## src/rtl/mdu_ctrl_pkg.sv

```systemverilog
// Shared MDU definitions: opcode encoding, sequencer states, datapath width,
// and a magnitude helper for the signed operations.
package ctldefine;

    localparam int unsigned MDU_W = 32;

    typedef enum logic [2:0] {
        MDU_NONE  = 3'd0,
        MDU_MULT  = 3'd1,
        MDU_MULTU = 3'd2,
        MDU_DIV   = 3'd3,
        MDU_DIVU  = 3'd4,
        MDU_MTHI  = 3'd5,
        MDU_MTLO  = 3'd6
    } mdu_op_e;

    typedef enum logic [1:0] {
        S_IDLE,
        S_MUL,
        S_DIV,
        S_FIX
    } mdu_state_e;

    function automatic logic is_muldiv(input logic [2:0] op);
        return (op == MDU_MULT) || (op == MDU_MULTU) || (op == MDU_DIV) || (op == MDU_DIVU);
    endfunction

    function automatic logic [MDU_W-1:0] mag(input logic [MDU_W-1:0] v, input logic sgn);
        return (sgn & v[MDU_W-1]) ? -v : v;
    endfunction

endpackage

```

## src/rtl/mdu_div_step.sv

```systemverilog
// One combinational restoring-divide iteration on an unsigned
// remainder:quotient pair.
module mdu_div_step
    import ctldefine::*;
(
    input  logic [MDU_W-1:0] rem,
    input  logic [MDU_W-1:0] quo,
    input  logic [MDU_W-1:0] dvs,
    output logic [MDU_W-1:0] rem_n,
    output logic [MDU_W-1:0] quo_n
);

    logic [MDU_W:0]   shifted;
    logic             ge;
    logic [MDU_W-1:0] sub;

    always_comb begin
        shifted = {rem, quo[MDU_W-1]};
        ge      = shifted >= {1'b0, dvs};
        // When ge holds the true difference is below dvs, so 32 bits suffice.
        sub     = shifted[MDU_W-1:0] - dvs;
        rem_n   = ge ? sub : shifted[MDU_W-1:0];
        quo_n   = {quo[MDU_W-2:0], ge};
    end

endmodule

```

## src/rtl/mdu_ctrl.sv

```systemverilog
// Multiply/divide sequencer with HI/LO registers for the 5-stage pipeline.
// Optional macro MDU_ABORT_EN adds an abort input that cancels in-flight ops.
module mdu_ctrl
    import ctldefine::*;
#(
    parameter int unsigned MULT_LAT = 5,
    parameter int unsigned DIV_ITER = 32
) (
    input  logic        clk,
    input  logic        rst,
`ifdef MDU_ABORT_EN
    input  logic        abort,
`endif
    input  logic        start,
    input  logic [2:0]  op,
    input  logic [31:0] a,
    input  logic [31:0] b,
    input  logic        md_use_d,
    output logic [31:0] hi,
    output logic [31:0] lo,
    output logic        busy,
    output logic        done,
    output logic        stall_md
);

    localparam logic [4:0] MUL_INIT = 5'(MULT_LAT - 1);
    localparam logic [4:0] DIV_INIT = 5'(DIV_ITER - 1);

    mdu_state_e       state, state_n;
    logic [4:0]       cnt, cnt_n;
    logic [MDU_W-1:0] a_lat, a_lat_n, b_lat, b_lat_n;
    logic [63:0]      prod, prod_n;
    logic [MDU_W-1:0] rem, rem_n, quo, quo_n;
    logic [MDU_W-1:0] step_rem, step_quo;
    logic             q_neg, q_neg_n, r_neg, r_neg_n, div0, div0_n;
    logic [31:0]      hi_n, lo_n;
    logic             busy_n, done_n;
    logic             sgn, go;
    logic [63:0]      ext_a, ext_b;

    mdu_div_step u_step (
        .rem   (rem),
        .quo   (quo),
        .dvs   (b_lat),
        .rem_n (step_rem),
        .quo_n (step_quo)
    );

    assign stall_md = md_use_d & (busy | (start & is_muldiv(op)));

    always_comb begin
        state_n = state;
        cnt_n   = cnt;
        a_lat_n = a_lat;
        b_lat_n = b_lat;
        prod_n  = prod;
        rem_n   = rem;
        quo_n   = quo;
        q_neg_n = q_neg;
        r_neg_n = r_neg;
        div0_n  = div0;
        hi_n    = hi;
        lo_n    = lo;
        busy_n  = busy;
        done_n  = 1'b0;
        sgn     = (op == MDU_MULT) || (op == MDU_DIV);
        ext_a   = {{32{sgn & a[31]}}, a};
        ext_b   = {{32{sgn & b[31]}}, b};
`ifdef MDU_ABORT_EN
        go      = start & ~abort;
`else
        go      = start;
`endif

        case (state)
            S_IDLE: begin
                if (go) begin
                    case (op)
                        MDU_MULT, MDU_MULTU: begin
                            a_lat_n = a;
                            b_lat_n = b;
                            prod_n  = ext_a * ext_b;
                            cnt_n   = MUL_INIT;
                            busy_n  = 1'b1;
                            state_n = S_MUL;
                        end
                        MDU_DIV, MDU_DIVU: begin
                            a_lat_n = a;
                            b_lat_n = mag(b, sgn);
                            rem_n   = '0;
                            quo_n   = mag(a, sgn);
                            q_neg_n = sgn & (a[31] ^ b[31]);
                            r_neg_n = sgn & a[31];
                            div0_n  = (b == '0);
                            cnt_n   = DIV_INIT;
                            busy_n  = 1'b1;
                            state_n = S_DIV;
                        end
                        MDU_MTHI: hi_n = a;
                        MDU_MTLO: lo_n = a;
                        default: ;
                    endcase
                end
            end
            S_MUL: begin
                if (cnt == '0) begin
                    {hi_n, lo_n} = prod;
                    busy_n  = 1'b0;
                    done_n  = 1'b1;
                    state_n = S_IDLE;
                end else begin
                    cnt_n = cnt - 5'd1;
                end
            end
            S_DIV: begin
                rem_n = step_rem;
                quo_n = step_quo;
                if (cnt == '0) state_n = S_FIX;
                else           cnt_n   = cnt - 5'd1;
            end
            S_FIX: begin
                // Divide by zero bypasses sign correction and reports the raw dividend.
                if (div0) begin
                    lo_n = '1;
                    hi_n = a_lat;
                end else begin
                    lo_n = q_neg ? -quo : quo;
                    hi_n = r_neg ? -rem : rem;
                end
                busy_n  = 1'b0;
                done_n  = 1'b1;
                state_n = S_IDLE;
            end
            default: state_n = S_IDLE;
        endcase

`ifdef MDU_ABORT_EN
        if (abort && state != S_IDLE) begin
            hi_n    = hi;
            lo_n    = lo;
            busy_n  = 1'b0;
            done_n  = 1'b0;
            state_n = S_IDLE;
        end
`endif
    end

    always_ff @(posedge clk or posedge rst) begin
        if (rst) begin
            state <= S_IDLE;
            cnt   <= '0;
            a_lat <= '0;
            b_lat <= '0;
            prod  <= '0;
            rem   <= '0;
            quo   <= '0;
            q_neg <= 1'b0;
            r_neg <= 1'b0;
            div0  <= 1'b0;
            hi    <= '0;
            lo    <= '0;
            busy  <= 1'b0;
            done  <= 1'b0;
        end else begin
            state <= state_n;
            cnt   <= cnt_n;
            a_lat <= a_lat_n;
            b_lat <= b_lat_n;
            prod  <= prod_n;
            rem   <= rem_n;
            quo   <= quo_n;
            q_neg <= q_neg_n;
            r_neg <= r_neg_n;
            div0  <= div0_n;
            hi    <= hi_n;
            lo    <= lo_n;
            busy  <= busy_n;
            done  <= done_n;
        end
    end

endmodule

```

## config.mk

```make
export PLATFORM = sky130hd
export DESIGN_NAME = mdu_ctrl
export DESIGN_NICKNAME = d
export VERILOG_FILES = /design/src/rtl/mdu_ctrl_pkg.sv /design/src/rtl/mdu_div_step.sv /design/src/rtl/mdu_ctrl.sv
export SDC_FILE = /design/constraint.sdc
export NUM_CORES = 2
export LEC_CHECK = 0
export CORE_ASPECT_RATIO = 0.8
export CORE_MARGIN = 1.5
export CORE_UTILIZATION = 49
export CTS_CLUSTER_SIZE = 20
export DETAILED_ROUTE_END_ITERATION = 10
export PLACE_DENSITY = 0.65
export SETUP_SLACK_MARGIN = 0.4
export SKIP_LAST_GASP = 1
export SLEW_MARGIN = 20
export SYNTH_ARGS = -nofsm -noshare
export SYNTH_HDL_FRONTEND = slang
export SYNTH_SLANG_ARGS = --single-unit
```

## constraint.sdc

```tcl
create_clock -name clk -period 9.25 [get_ports clk]
set_clock_uncertainty 0.15 [all_clocks]
set_input_delay 1.85 -clock clk [delete_from_list [all_inputs] [get_ports clk]]
set_output_delay 1.85 -clock clk [all_outputs]
set_load 0.1 [all_outputs]
```

==> results.py <==
metrics = {
    "status": {
        "status": "completed",
    },
    "synth": {
        "syn_area_per_cell_sq_um": 8.849,
        "yosysTopAreaCell": "fa_1",
        "netlist_top_cells_area": "fa_1 (42%), dfrtp_1 (12%), inv_1 (8.5%)",
        "synth_top_cell_area_share_pct": 41.65,
        "synth-main-ff-cell": "dfrtp_1",
        "syn_area_sq_um": 54120,
        "ys_seq_area_share_pct": 12.39,
        "syn_nets": 7568,
        "syn_inst": 6116,
        "synth_seq_cells": 268,
        "ys_types": 81,
        "synthArstFlopShare_pct": 100.0,
        "synth_edf_count": 0,
        "yosysWarnings": 0,
    },
    "timing": {
        "period_minus_slack_ps": 8749,
        "setup_violations": 0,
        "slew_viol_final": 0,
        "fmax_ghz": 0.1143,
        "hold_violations": 0,
        "whs_ps": 336.4,
        "slew_headroom_pct": 24.78,
        "layout_worst_path_cycle_share_pct": 94.58,
        "rsz0062_at_grt": "true",
        "tns_ps": 0,
        "tightest_slew_ps": 1125,
    },
    "worst_setup_path": {
        "ff2ff_path_depth": 11,
        "worstSetupStartpoint": "op[0]",
        "criticalPathCategory": "in2reg",
        "r2r_setup_slack_ps": 5110,
        "crit_path_end": "prod[57]",
        "cp.required_ps": 9520,
        "start_kind": "input port",
        "cp.arrival_ps": 9020,
        "r2r-start": "rem[0]",
        "r2r_end": "rem[31]",
        "critical_path.max_fanout": 6,
        "cp-end-kind": "register",
    },
    "global_routing": {
        "antenna_found_initial": 15,
        "met2_usage_pct": 47.97,
        "grt_max_degree": 147,
        "grt_pass1_vias": 44834,
        "grt.busiest_layer": "met2",
        "track_usage_pct": 29.93,
        "met3_usage_pct": 3.758,
        "grt_pass1_wl_mm": 259.5,
        "grt_overflow": 0,
        "grt_use_met1_pct": 41.42,
    },
    "floorplan": {
        "fp.coreArea_sq_um": 109100,
        "ios": 138,
        "die_height_um": 300.3,
        "dieArea_sq_um": 112500,
        "die_w_um": 374.6,
        "start_util_pct": 49.63,
        "num_rows": 108,
    },
    "place": {
        "dp_hpwl_mm": 137.1,
        "portBuffers": 137,
        "place_congestion": 0.9601,
    },
    "clock_tree": {
        "htreeDepth": 1,
        "cts-root-buf": "clkbuf_16",
        "clkTransAtPathRegs_ps": 70,
        "cts_buffer_depth": 3,
        "clk_latency_ps": 570,
        "cts_tree": "done",
        "numClockSinks": 268,
        "numCtsBuffers": 24,
    },
    "worst_hold_path": {
        "hp-class": "reg2reg",
    },
    "cells_and_area": {
        "fin_util_pct": 57.25,
        "syn2layout_area_growth_pct": 15.36,
        "drive_above_1_share_pct": 14.13,
        "n_fill_cell": 9641,
        "num-nets-final": 7894,
    },
    "detailed_routing": {
        "routedWlPerCell_um": 21.04,
        "vias": 43388,
        "drt_wl_total_mm": 166.2,
        "drt_iter0_drc": 3577,
        "final_antenna_net_count": 0,
        "via_per_inst": 5.491,
        "post-route-drc-count": 0,
        "dr.pass1.iters": 5,
    },
    "run": {
        "maxCapViolCount": 0,
    },
}
## per-layer routing
layer  share of wire (%)  wire (um)
met4                 4.8       8060
met1                  41      68710
met3                 6.9      11510
met2                  47      77930
met5              0.0078         13
## metrics by stage
| step | setup WS [ps] | std cells | area, sq um |
|---|---|---|---|
| final | 501.4 | 7901 | 62440 |
| after global routing | 255.7 | 7900 | 62430 |
| after CTS | 387.7 | 7865 | 61590 |
| after detailed placement | -772.5 | 7798 | 60150 |
| after global placement | -719.1 | 7798 | 60150 |
| after floorplan | -360.6 | 6116 | 54340 |
## placed cells by master, fill, tap and decap left out, types with 31 or more instances in the layout
cell / Yosys / layout
ha_1: 255 / 226
o21ai_0: 247 / 227
dfrtp_1: 268 / 266
nor2_1: 181 / 178
xnor2_1: 116 / 115
xor2_1: 91 / 91
nand2_1: 1062 / 1048
inv_2: 0 / 32
mux2i_1: 31 / 31
a31oi_1: 72 / 70
a21o_1: 53 / 53
buf_2: 5 / 39
buf_4: 2 / 469
fa_1: 1126 / 1107
mux2_2: 31 / 31
a21oi_1: 145 / 125
o31ai_1: 38 / 37
o21ai_1: 41 / 55
and2_1: 310 / 302
clkdlybuf4s50_1: 0 / 73
inv_1: 1224 / 1186
buf_12: 0 / 50
a22oi_1: 63 / 63
## worst max-delay path, stage by stage
cell,delay (ps)
buf_6,100
nor2b_4,120
buf_6,140
buf_6,130
and3_4,160
fa_1,580
fa_1,470
fa_2,610
clkinvlp_4,200
fa_1,550
inv_1,50
fa_1,480
fa_1,480
inv_1,50
fa_1,460
fa_1,490
inv_1,60
ha_4,260
and2_4,160
and3_4,170
buf_4,130
a221o_1,340
nand3_2,90
nand3_4,80
nand4bb_4,280
a311oi_2,280
xor2_1,170
o21ai_1,70
## final cells by class
| cell class | instances | area, sq um | area share [%] |
|---|---|---|---|
| Inverter | 1225 | 4618 | 7.397 |
| Antenna cell | 11 | 27.53 | 0.04409 |
| Timing Repair Buffer | 688 | 6131 | 9.819 |
| Sequential cell | 268 | 6709 | 10.75 |
| Clock buffer | 34 | 719.4 | 1.152 |
| Tap cell | 1430 | 1789 | 2.866 |
| Clock inverter | 10 | 135.1 | 0.2164 |
| Multi-Input combinational cell | 4235 | 42310 | 67.76 |
## flip-flops by register name (all words and copies together) (netlist names)
name   cells
a_lat     32
b_lat     32
busy       1
cnt        5
div0       1
done       1
hi        32
lo        32
prod      64
q_neg      1
quo       32
r_neg      1
rem       32
state      2
## repair_timing
item,in CTS,in global routing
endpoints found under the setup margin,31,31
pin swaps,76,144
cloned,2,4
gates resized for setup,110,166
hold buffers,0,0
setup buffers,21,20
## worst min path at each step
| stage | to | slack, ps | cells past startpoint | from |
|---|---|---|---|---|
| 2_1_floorplan | prod[16] | 290 | 2 | prod[16] |
| 3_3_place_gp | prod[16] | 300 | 2 | prod[16] |
| 3_5_place_dp | prod[16] | 320 | 2 | prod[16] |
| 4_1_cts | prod[16] | 330 | 2 | prod[16] |
| 5_1_grt | prod[10] | 360 | 2 | prod[10] |
| 6_report | prod[11] | 340 | 2 | prod[11] |
## Yosys cell counts, types with 15 or more instances
cell type / number
clkbuf_1: 299
a21o_1: 53
nor3_1: 22
mux2i_1: 31
a22oi_1: 63
ha_1: 255
o211ai_1: 15
inv_1: 1224
nand2_1: 1062
or3_1: 19
and3_1: 34
a21oi_1: 145
nor2_1: 181
xnor2_1: 116
nand3_1: 35
o21ai_0: 247
nor2b_1: 15
and2_1: 310
o21ai_1: 41
nand2b_1: 26
o31ai_1: 38
dfrtp_1: 268
a31oi_1: 72
xor2_1: 91
mux2_2: 31
fa_1: 1126
buf_1: 81
## kinds of logic (layout without fill, tap and decap cells)
logic type / after synthesis / count (layout) / synth area share [%]
xor+xnor: 207 / 207 / 3.350
compound gates: 800 / 800 / 9.206
buf+inv: 1613 / 1957 / 11.23
fa+ha+maj: 1381 / 1381 / 47.55
simple gates: 1785 / 1785 / 15.06
other cells: 0 / 11 / 0
mux: 62 / 62 / 1.218
flops: 268 / 268 / 12.39
Power is not shown: default switching activity piles up to over one toggle a cycle in this logic, so the estimate is an artifact.
